### src/rtl/cp0_epc_writer_if.sv
// Bus between the M stage of the pipeline and the CP0 register block.
// Timing contract: there is no valid/ready handshake on this bus. Every input is
// sampled at each rising clock edge, We and eret act as single-cycle strobes, and
// IntReq and DOut respond combinationally in the same cycle as the inputs.
interface cp0_epc_writer_if;
    logic [4:0]  A1;
    logic [4:0]  A2;
    logic [31:0] DIn;
    logic        We;
    logic [31:0] PC;
    logic        bd;
    logic [4:0]  ExcCode_in;
    logic [5:0]  HWInt;
    logic        eret;
    logic        IntReq;
    logic [31:0] EPC_out;
    logic [31:0] DOut;

    // Pipeline side: drives the M-stage request, observes IntReq and the read data
    modport master (
        output A1, A2, DIn, We, PC, bd, ExcCode_in, HWInt, eret,
        input  IntReq, EPC_out, DOut
    );

    // CP0 side
    modport slave (
        input  A1, A2, DIn, We, PC, bd, ExcCode_in, HWInt, eret,
        output IntReq, EPC_out, DOut
    );
endinterface

### src/rtl/cp0_epc_writer.sv
// CP0 register block at the M stage: SR(12), Cause(13), EPC(14), PRId(15).
// Decides exception/interrupt entry (IntReq), records EPC/Cause/EXL on entry,
// serves mfc0 reads and mtc0 writes, and clears EXL on eret.
module cp0_epc_writer #(
    parameter logic [31:0] PRID_VALUE = 32'h0000_2019
) (
    input  logic           clk,
    input  logic           reset,
    cp0_epc_writer_if.slave bus
);
    localparam logic [4:0] REG_SR    = 5'd12;
    localparam logic [4:0] REG_CAUSE = 5'd13;
    localparam logic [4:0] REG_EPC   = 5'd14;
    localparam logic [4:0] REG_PRID  = 5'd15;

    // Only the architecturally meaningful fields are stored; all other bits read 0.
    logic [5:0]  sr_im_q, sr_im_d;
    logic        sr_exl_q, sr_exl_d;
    logic        sr_ie_q, sr_ie_d;
    logic        cause_bd_q, cause_bd_d;
    logic [5:0]  cause_ip_q, cause_ip_d;
    logic [4:0]  cause_exc_q, cause_exc_d;
    logic [31:0] epc_q, epc_d;

    logic        int_pend;
    logic        exc_pend;
    logic        int_req;
    logic [31:0] pc_word;
    logic [31:0] sr_word;
    logic [31:0] cause_word;

    // Pending-request decode; EXL masks everything, and reset forces IntReq low
    // even if ExcCode_in is already non-zero.
    always_comb begin
        int_pend = (|(bus.HWInt & sr_im_q)) & sr_ie_q & ~sr_exl_q;
        exc_pend = (bus.ExcCode_in != 5'd0) & ~sr_exl_q;
        int_req  = ~reset & (int_pend | exc_pend);
        pc_word  = bus.PC & 32'hFFFF_FFFC;
    end

    // Next-state: exception entry overrides mtc0 and eret (the instruction is flushed)
    always_comb begin
        sr_im_d     = sr_im_q;
        sr_exl_d    = sr_exl_q;
        sr_ie_d     = sr_ie_q;
        cause_bd_d  = cause_bd_q;
        cause_exc_d = cause_exc_q;
        epc_d       = epc_q;
        cause_ip_d  = bus.HWInt;
        if (int_req) begin
            sr_exl_d    = 1'b1;
            cause_bd_d  = bus.bd;
            cause_exc_d = int_pend ? 5'd0 : bus.ExcCode_in;
            // A delay-slot victim restarts at its branch; wraps mod 2^32.
            epc_d       = bus.bd ? (pc_word - 32'd4) : pc_word;
        end else begin
            if (bus.We && (bus.A2 == REG_SR)) begin
                sr_im_d  = bus.DIn[15:10];
                sr_exl_d = bus.DIn[1];
                sr_ie_d  = bus.DIn[0];
            end
            if (bus.We && (bus.A2 == REG_EPC)) begin
                epc_d = bus.DIn & 32'hFFFF_FFFC;
            end
            if (bus.eret) begin
                sr_exl_d = 1'b0;
            end
        end
    end

    // Register state with asynchronous clear
    always_ff @(posedge clk or posedge reset) begin
        if (reset) begin
            sr_im_q     <= 6'd0;
            sr_exl_q    <= 1'b0;
            sr_ie_q     <= 1'b0;
            cause_bd_q  <= 1'b0;
            cause_ip_q  <= 6'd0;
            cause_exc_q <= 5'd0;
            epc_q       <= 32'd0;
        end else begin
            sr_im_q     <= sr_im_d;
            sr_exl_q    <= sr_exl_d;
            sr_ie_q     <= sr_ie_d;
            cause_bd_q  <= cause_bd_d;
            cause_ip_q  <= cause_ip_d;
            cause_exc_q <= cause_exc_d;
            epc_q       <= epc_d;
        end
    end

    // Read mux from registered values only: a same-cycle write is not bypassed
    always_comb begin
        sr_word    = {16'd0, sr_im_q, 8'd0, sr_exl_q, sr_ie_q};
        cause_word = {cause_bd_q, 15'd0, cause_ip_q, 3'd0, cause_exc_q, 2'd0};
        case (bus.A1)
            REG_SR:    bus.DOut = sr_word;
            REG_CAUSE: bus.DOut = cause_word;
            REG_EPC:   bus.DOut = epc_q;
            REG_PRID:  bus.DOut = PRID_VALUE;
            default:   bus.DOut = 32'd0;
        endcase
    end

    assign bus.IntReq  = int_req;
    assign bus.EPC_out = epc_q;
endmodule

### src/flat_wrapper.sv
// flat-port wrapper written by rule: the top's interface ports become plain ports
module cp0_epc_writer_flat 
#(
    parameter logic [31:0] PRID_VALUE = 32'h0000_2019
)
  (clk, reset, bus_A1, bus_A2, bus_DIn, bus_We, bus_PC, bus_bd, bus_ExcCode_in, bus_HWInt, bus_eret, bus_IntReq, bus_EPC_out, bus_DOut);
  cp0_epc_writer_if bus_i ();
  input  logic clk;
  input  logic reset;
  input wire logic [$bits(bus_i.A1)-1:0] bus_A1;
  input wire logic [$bits(bus_i.A2)-1:0] bus_A2;
  input wire logic [$bits(bus_i.DIn)-1:0] bus_DIn;
  input wire logic [$bits(bus_i.We)-1:0] bus_We;
  input wire logic [$bits(bus_i.PC)-1:0] bus_PC;
  input wire logic [$bits(bus_i.bd)-1:0] bus_bd;
  input wire logic [$bits(bus_i.ExcCode_in)-1:0] bus_ExcCode_in;
  input wire logic [$bits(bus_i.HWInt)-1:0] bus_HWInt;
  input wire logic [$bits(bus_i.eret)-1:0] bus_eret;
  output wire logic [$bits(bus_i.IntReq)-1:0] bus_IntReq;
  output wire logic [$bits(bus_i.EPC_out)-1:0] bus_EPC_out;
  output wire logic [$bits(bus_i.DOut)-1:0] bus_DOut;
  assign bus_i.A1 = bus_A1;
  assign bus_i.A2 = bus_A2;
  assign bus_i.DIn = bus_DIn;
  assign bus_i.We = bus_We;
  assign bus_i.PC = bus_PC;
  assign bus_i.bd = bus_bd;
  assign bus_i.ExcCode_in = bus_ExcCode_in;
  assign bus_i.HWInt = bus_HWInt;
  assign bus_i.eret = bus_eret;
  assign bus_IntReq = bus_i.IntReq;
  assign bus_EPC_out = bus_i.EPC_out;
  assign bus_DOut = bus_i.DOut;
  cp0_epc_writer #(.PRID_VALUE(PRID_VALUE)) u_core (.clk(clk), .reset(reset), .bus(bus_i));
endmodule
### config.mk
export PLATFORM = sky130hd
export DESIGN_NAME = cp0_epc_writer_flat
export DESIGN_NICKNAME = d
export VERILOG_FILES = /design/src/rtl/cp0_epc_writer_if.sv /design/src/rtl/cp0_epc_writer.sv /design/src/flat_wrapper.sv
export SDC_FILE = /design/constraint.sdc
export NUM_CORES = 1
export LEC_CHECK = 0
export ABC_CLOCK_PERIOD_IN_PS = 2200
export BUFFER_PORTS_ARGS = -buffer_cell sky130_fd_sc_hd__clkbuf_2
export CAP_MARGIN = 20
export CORE_MARGIN = 2
export CORE_UTILIZATION = 38
export CTS_BUF_LIST = sky130_fd_sc_hd__clkbuf_2 sky130_fd_sc_hd__clkbuf_4 sky130_fd_sc_hd__clkbuf_8
export CTS_CLUSTER_SIZE = 16
export DETAILED_ROUTE_END_ITERATION = 16
export GPL_TIMING_DRIVEN = 0
export PLACE_DENSITY = 0.73
export SLEW_MARGIN = 20
export SYNTH_ARGS = -nofsm -noshare
export SYNTH_HDL_FRONTEND = slang
export SYNTH_SLANG_ARGS = --single-unit
### constraint.sdc
create_clock -name clk -period 2.2 [get_ports clk]
set_input_delay 0.44 -clock clk [delete_from_list [all_inputs] [get_ports clk]]
set_output_delay 0.44 -clock clk [all_outputs]
set_load 0.02 [all_outputs]
* Yosys cells after proc, flatten, opt, wreduce, memory -nomap -nowiden
Index checks and enable logic that the tools add are counted.
** Word-level totals
- Output and inout bits :: 65
- Bits in registers :: 52
- Word-level logic and storage cells :: 38
- Input bits :: 90
** Cells by class
- Add/sub/neg operators :: 1
- Mux-type cells :: 8
- Bitwise operators :: 9
- Reduce and logical (&&, ||, !) cells :: 7
- Equal/unequal tests :: 6
** Operator list (number)
- $pmux 32 s4 :: 1
- $mux 32 :: 3
- $sub 32x3->32 const B :: 1
- $eq 5x4->1 const B :: 6
- $and 6x6->6 :: 1
- $reduce_or 6->1 :: 1
- $mux 5 :: 1
- $reduce_bool 5->1 :: 1
- $and 1x1->1 :: 4
- $mux 1 :: 3
- $not 1->1 :: 3
- $reduce_bool 3->1 :: 1
- $logic_and 1x1->1 :: 2
- $reduce_and 2->1 :: 1
- $reduce_bool 2->1 :: 1
- $or 1x1->1 :: 1

* Logic depth before layout (Yosys ltp)
- Depth in word-level cells :: 8
- Mapped depth :: 8
- Gate-level depth less buffers :: 7

* Least setup slack after synthesis
No wires, ideal clock.
- Kind :: input -> output
- From :: in bus_ExcCode_in[2]
- To :: out bus_IntReq
- Path slack :: 0.042 ns
- Cell stages on the path :: 7
- Required time :: 1.760 ns
- Path buffers :: 2
- Arrival time :: 1.718 ns
- Cells stage by stage :: or4_1 > nor2_1 > nand2_1 > nand2_2 > inv_2 > buf_2 > buf_2
** Between the ends
- Word-level cells in the longest chain between the ends :: 4
** Ends and longest elaborated chain
- start, declared :: line flat_wrapper.sv:16 : input wire logic [$bits(bus_i.ExcCode_in)-1:0] bus_ExcCode_in;
- $reduce_bool 5->1 :: line cp0_epc_writer.sv:36 : exc_pend = (bus.ExcCode_in != 5'd0) & ~sr_exl_q;
- $and 1x1->1 :: line cp0_epc_writer.sv:36
- $or 1x1->1 :: line cp0_epc_writer.sv:37 : int_req = ~reset & (int_pend | exc_pend);
- $and 1x1->1 :: line cp0_epc_writer.sv:37
- end, declared :: line flat_wrapper.sv:19 : output wire logic [$bits(bus_i.IntReq)-1:0] bus_IntReq;
Every way passes these cells.

* Worst setup path in the final report
- From :: in bus_A1[1]
- To :: out bus_DOut[9]
** Between the ends
- Word-level cells in the longest chain between the ends :: 2
- Elaborated cells between the ends (all ways) :: 5
- Those cells by class :: eq/ne (4); mux (1)
** Ends and longest elaborated chain
- start, declared :: line flat_wrapper.sv:10 : input wire logic [$bits(bus_i.A1)-1:0] bus_A1;
- $eq 5x4->1 :: line cp0_epc_writer.sv:96 : case (bus.A1)
- $pmux 32 s4 * :: line cp0_epc_writer.sv:96
- end, declared :: line flat_wrapper.sv:21 : output wire logic [$bits(bus_i.DOut)-1:0] bus_DOut;
Mark *: on every way between the ends. The rest lies on a longest branch, timed or not.

==> impl_results.md <==
- Status: complete, no violations
- Worst Slack Setup Final: 47.1 ps
- GPL Wtd Cong: 0.829
- Cells on worst reg2reg path: 9
- Combinational share of power: 35.9%
- Worst VDD drop: 0.000311 V
- Vias per cell: 5.06
- Synth Area in Compound Gates: 12.4%
- Mux share of post-synthesis cell area: 15.0%
- CTS root buf: clkbuf_8
- DRC viols: 0
- Die Y: 95.6 um
- Wire length per cell: 15.8 um
- Share of cells above drive strength 1: 43.8%
- Final nets: 604
- Hold Vio Cnt, Final: 0
- DR vias: 3130
- Clock Path Buffers: 2
- Worst path required time: 1760 ps
- Number of synthesized register bits: 50
- ANT nets after route: 0
- Setup crit start kind: primary input
- Worst Hold Class: primary input to asynchronous set/reset pin
- Htree depth: 2
- Clk slew on worst S/H paths: 100 ps
- Finish-stage setup viols: 0
- N_diodes: 0
- Largest net degree at the start of global routing: 27
- Setup slack, reg-to-reg: 240 ps
- Place WS: -929 ps
- Worst setup EP type: output port
- Average size of a mapped cell: 9.35 um2
- # fillers: about 800
- Fraction of registers with async set/reset: 100%
- Clock Latency Late Sink: 310 ps
- Synth-to-layout area growth: 36.5%
- Worst setup path endpoint: bus_DOut[9]
- Die area: 9140 um2
- Io pins: 155
- First-pass GRT wire length: 14600 um
- Switching pwr: approximately 1.1 mW
- Max Cap Viol: 0
- CP Data Arrival Time: about 1700 ps
- Simple-gate portion of the synthesized area: 22.6%
- CP Max Fanout: 10
- Pre-antenna DRT Iters: 4
- Switching Share: a little under two fifths
- Netlist cell types: 50
- CP Class: primary input to output port
- Static Leak: 2.11 nW
- Total wire length: around 10000 um
- Commonest non-fill, non-tap cell in the layout: clkbuf_2
- P per Cell Area: 650 nW/um2
- Fmax: approximately 0.46 GHz
- Slew margin rel.: 46.9%
- Most frequent cells in the layout: clkbuf_2 (149), dfrtp_1 (50), nor2_1 (46)
- Core Region: a little over 8000 um2
- Gr ovfl total: 0
- RR Endpoint: u_core.bus.EPC_out[16]
- Sequential share of power: between 40% and 50%
- Register area share after synthesis: between 30% and 40%
- Yosys warnings: 0
- EDFF count, synth: 0
- Crit path time final: 2150 ps
- Antenna violations before repair: 0
- Initial Util: 39.0%
- Dominant synthesized flop cell: dfrtp_1
- DP HPWL: 7470 um
- Syn Inst Count: 341
- Hold-fix buffers, CTS: 0
- PortBufs: 148
- Critical Path Start: bus_A1[1]
- Layout Cells excl Fill: 619
- Netlist Area Pre-Place: roughly 3200 um2
- Cells after DPL: approximately 600
- CTS tree: built
- CTS Buf Count: 5
- Vias in the first global route: 2939
- Combinational family with the most area after synthesis: simple AND/OR/NAND/NOR gates
- Worst Max-Slew Pin Slew: 793 ps
- Total Routing Usage GR: 20.8%
- Crit share post-route: 97.9%
- Iter 0 DRT Violations: 64
- RR Startpoint: u_core.sr_im_q[1]
- Final Skew: ~9 ps
- Pint: 1.78 mW
- Final-report max-slew violation count: 0
- Die width: 95.6 um
- FP Rows: 33
- Synth Area in XOR/XNOR: 6.59%
- Post-Synth Adder-Cell Area: less than 1%
- CTS sink count: 50
- Clock share of power: about a fifth
[worst min-delay path by stage]
stage | startpoint | end | slack (ps) | cells past startpoint
floorplan | u_core.cause_bd_q | u_core.cause_bd_q | 460 | 1
global placement | u_core.cause_exc_q[2] | u_core.cause_exc_q[2] | 490 | 1
detailed placement | u_core.cause_exc_q[2] | u_core.cause_exc_q[2] | 490 | 1
CTS | reset | u_core.bus.EPC_out[17] | 180 | 2
global route | reset | u_core.cause_ip_q[0] | 210 | 2
finish | reset | u_core.cause_ip_q[0] | 180 | 2
[metal layers]
metal  vias to the layer above  GRT usage (%)  routed length (um)
met5                         -              0                   0
met4                         0           4.64                  92
met3                         9           3.64                 592
met2                       114           37.8                4840
met1                      1464           25.7                4270
li1                       1543              -                   -
[power groups by stage]
stage	sequential [mW]	clock [mW]	combinational (mW)
2_1_floorplan	1.38	0	0.440
3_3_place_gp	1.25	0	0.924
3_5_place_dp	1.26	0	0.941
4_1_cts	1.24	0.587	0.966
5_1_grt	1.27	0.627	1.11
6_report	1.25	0.568	1.02
[synth_stat cells (3+ instances only)]
cell	n	area share (%)
dfrtp_1	50	39
nor2_1	46	5.4
a21oi_1	28	4.4
mux2_2	28	9.9
and2_1	18	3.5
clkbuf_1	15	1.8
mux2i_1	15	4.7
nand2_1	15	1.8
xnor2_1	12	3.3
xor2_1	12	3.3
nor3_1	11	1.7
a22o_1	8	2.2
nand4_1	7	1.4
o21ai_1	7	1.1
nor2b_1	6	1.2
o21ai_0	6	0.94
a22oi_1	5	1.2
buf_2	4	0.63
a31oi_1	3	0.59
inv_1	3	0.35
nor4_1	3	0.59
or3_1	3	0.59
or4_1	3	0.71
[worst max-delay path, stage by stage]
cell      delay [ps]
clkbuf_2         200
nor2b_4          240
nor2b_4          210
buf_2            260
and2_1           180
clkbuf_2         170
[kinds of logic (layout without fill, tap and decap cells)]
family                     count (synthesis)  after routing
AOI/OAI and AO/OA                         65             65
muxes                                     44             44
xor gates and xnor gates                  24             24
buffers and inverters                     26            198
and+or+nand+nor                          130            130
adders and majority gates                  1              1
other                                      1              2
DFF                                       50             50
[area by class of cell]
class,count,area (um2),share of cell area (%)
inverters,4,27.5,0.633
flip-flops and latches,50,1250,28.8
repair buffers,164,876,20.1
multi-input cells,266,1860,42.7
well taps,105,131,3.02
clock inverters,3,23.8,0.546
clock buffers,5,68.8,1.58
repair inverters,2,17.5,0.403
plain buffers,20,96.3,2.21
[registers in the layout, summed over array words and instances, names as in the netlist]
| name | flops |
|---|---|
| u_core.bus.EPC_out | 30 |
| u_core.cause_ip_q | 6 |
| u_core.sr_im_q | 6 |
| u_core.cause_exc_q | 5 |
| u_core.cause_bd_q | 1 |
| u_core.sr_exl_q | 1 |
| u_core.sr_ie_q | 1 |
[metrics by stage]
stage | hold slack, ps | area (um2) | utilization, % | setup TNS [ps] | total power, mW
detailed placement | 486 | 4080 | 50.0 | -16320 | 2.20
floorplan | 459 | 3190 | - | 0 | 1.82
CTS | 183 | 4230 | 51.7 | 0 | 2.80
global route | 210 | 4350 | 53.2 | -16.1 | 3.01
finish | 180 | 4350 | 53.2 | 0 | 2.83
global placement | 489 | 4060 | 49.7 | -20510 | 2.18
[timing repair]
| action | in CTS | in global routing |
|---|---|---|
| gates resized for setup | 11 | 8 |
| buffers inserted | 3 | 12 |
| hold endpoints to repair | 0 | 0 |
| endpoints found under the setup margin | 25 | 14 |
| gates cloned | 0 | 2 |
| pin swaps | 3 | 3 |
Power figures use the tool's default switching activity.
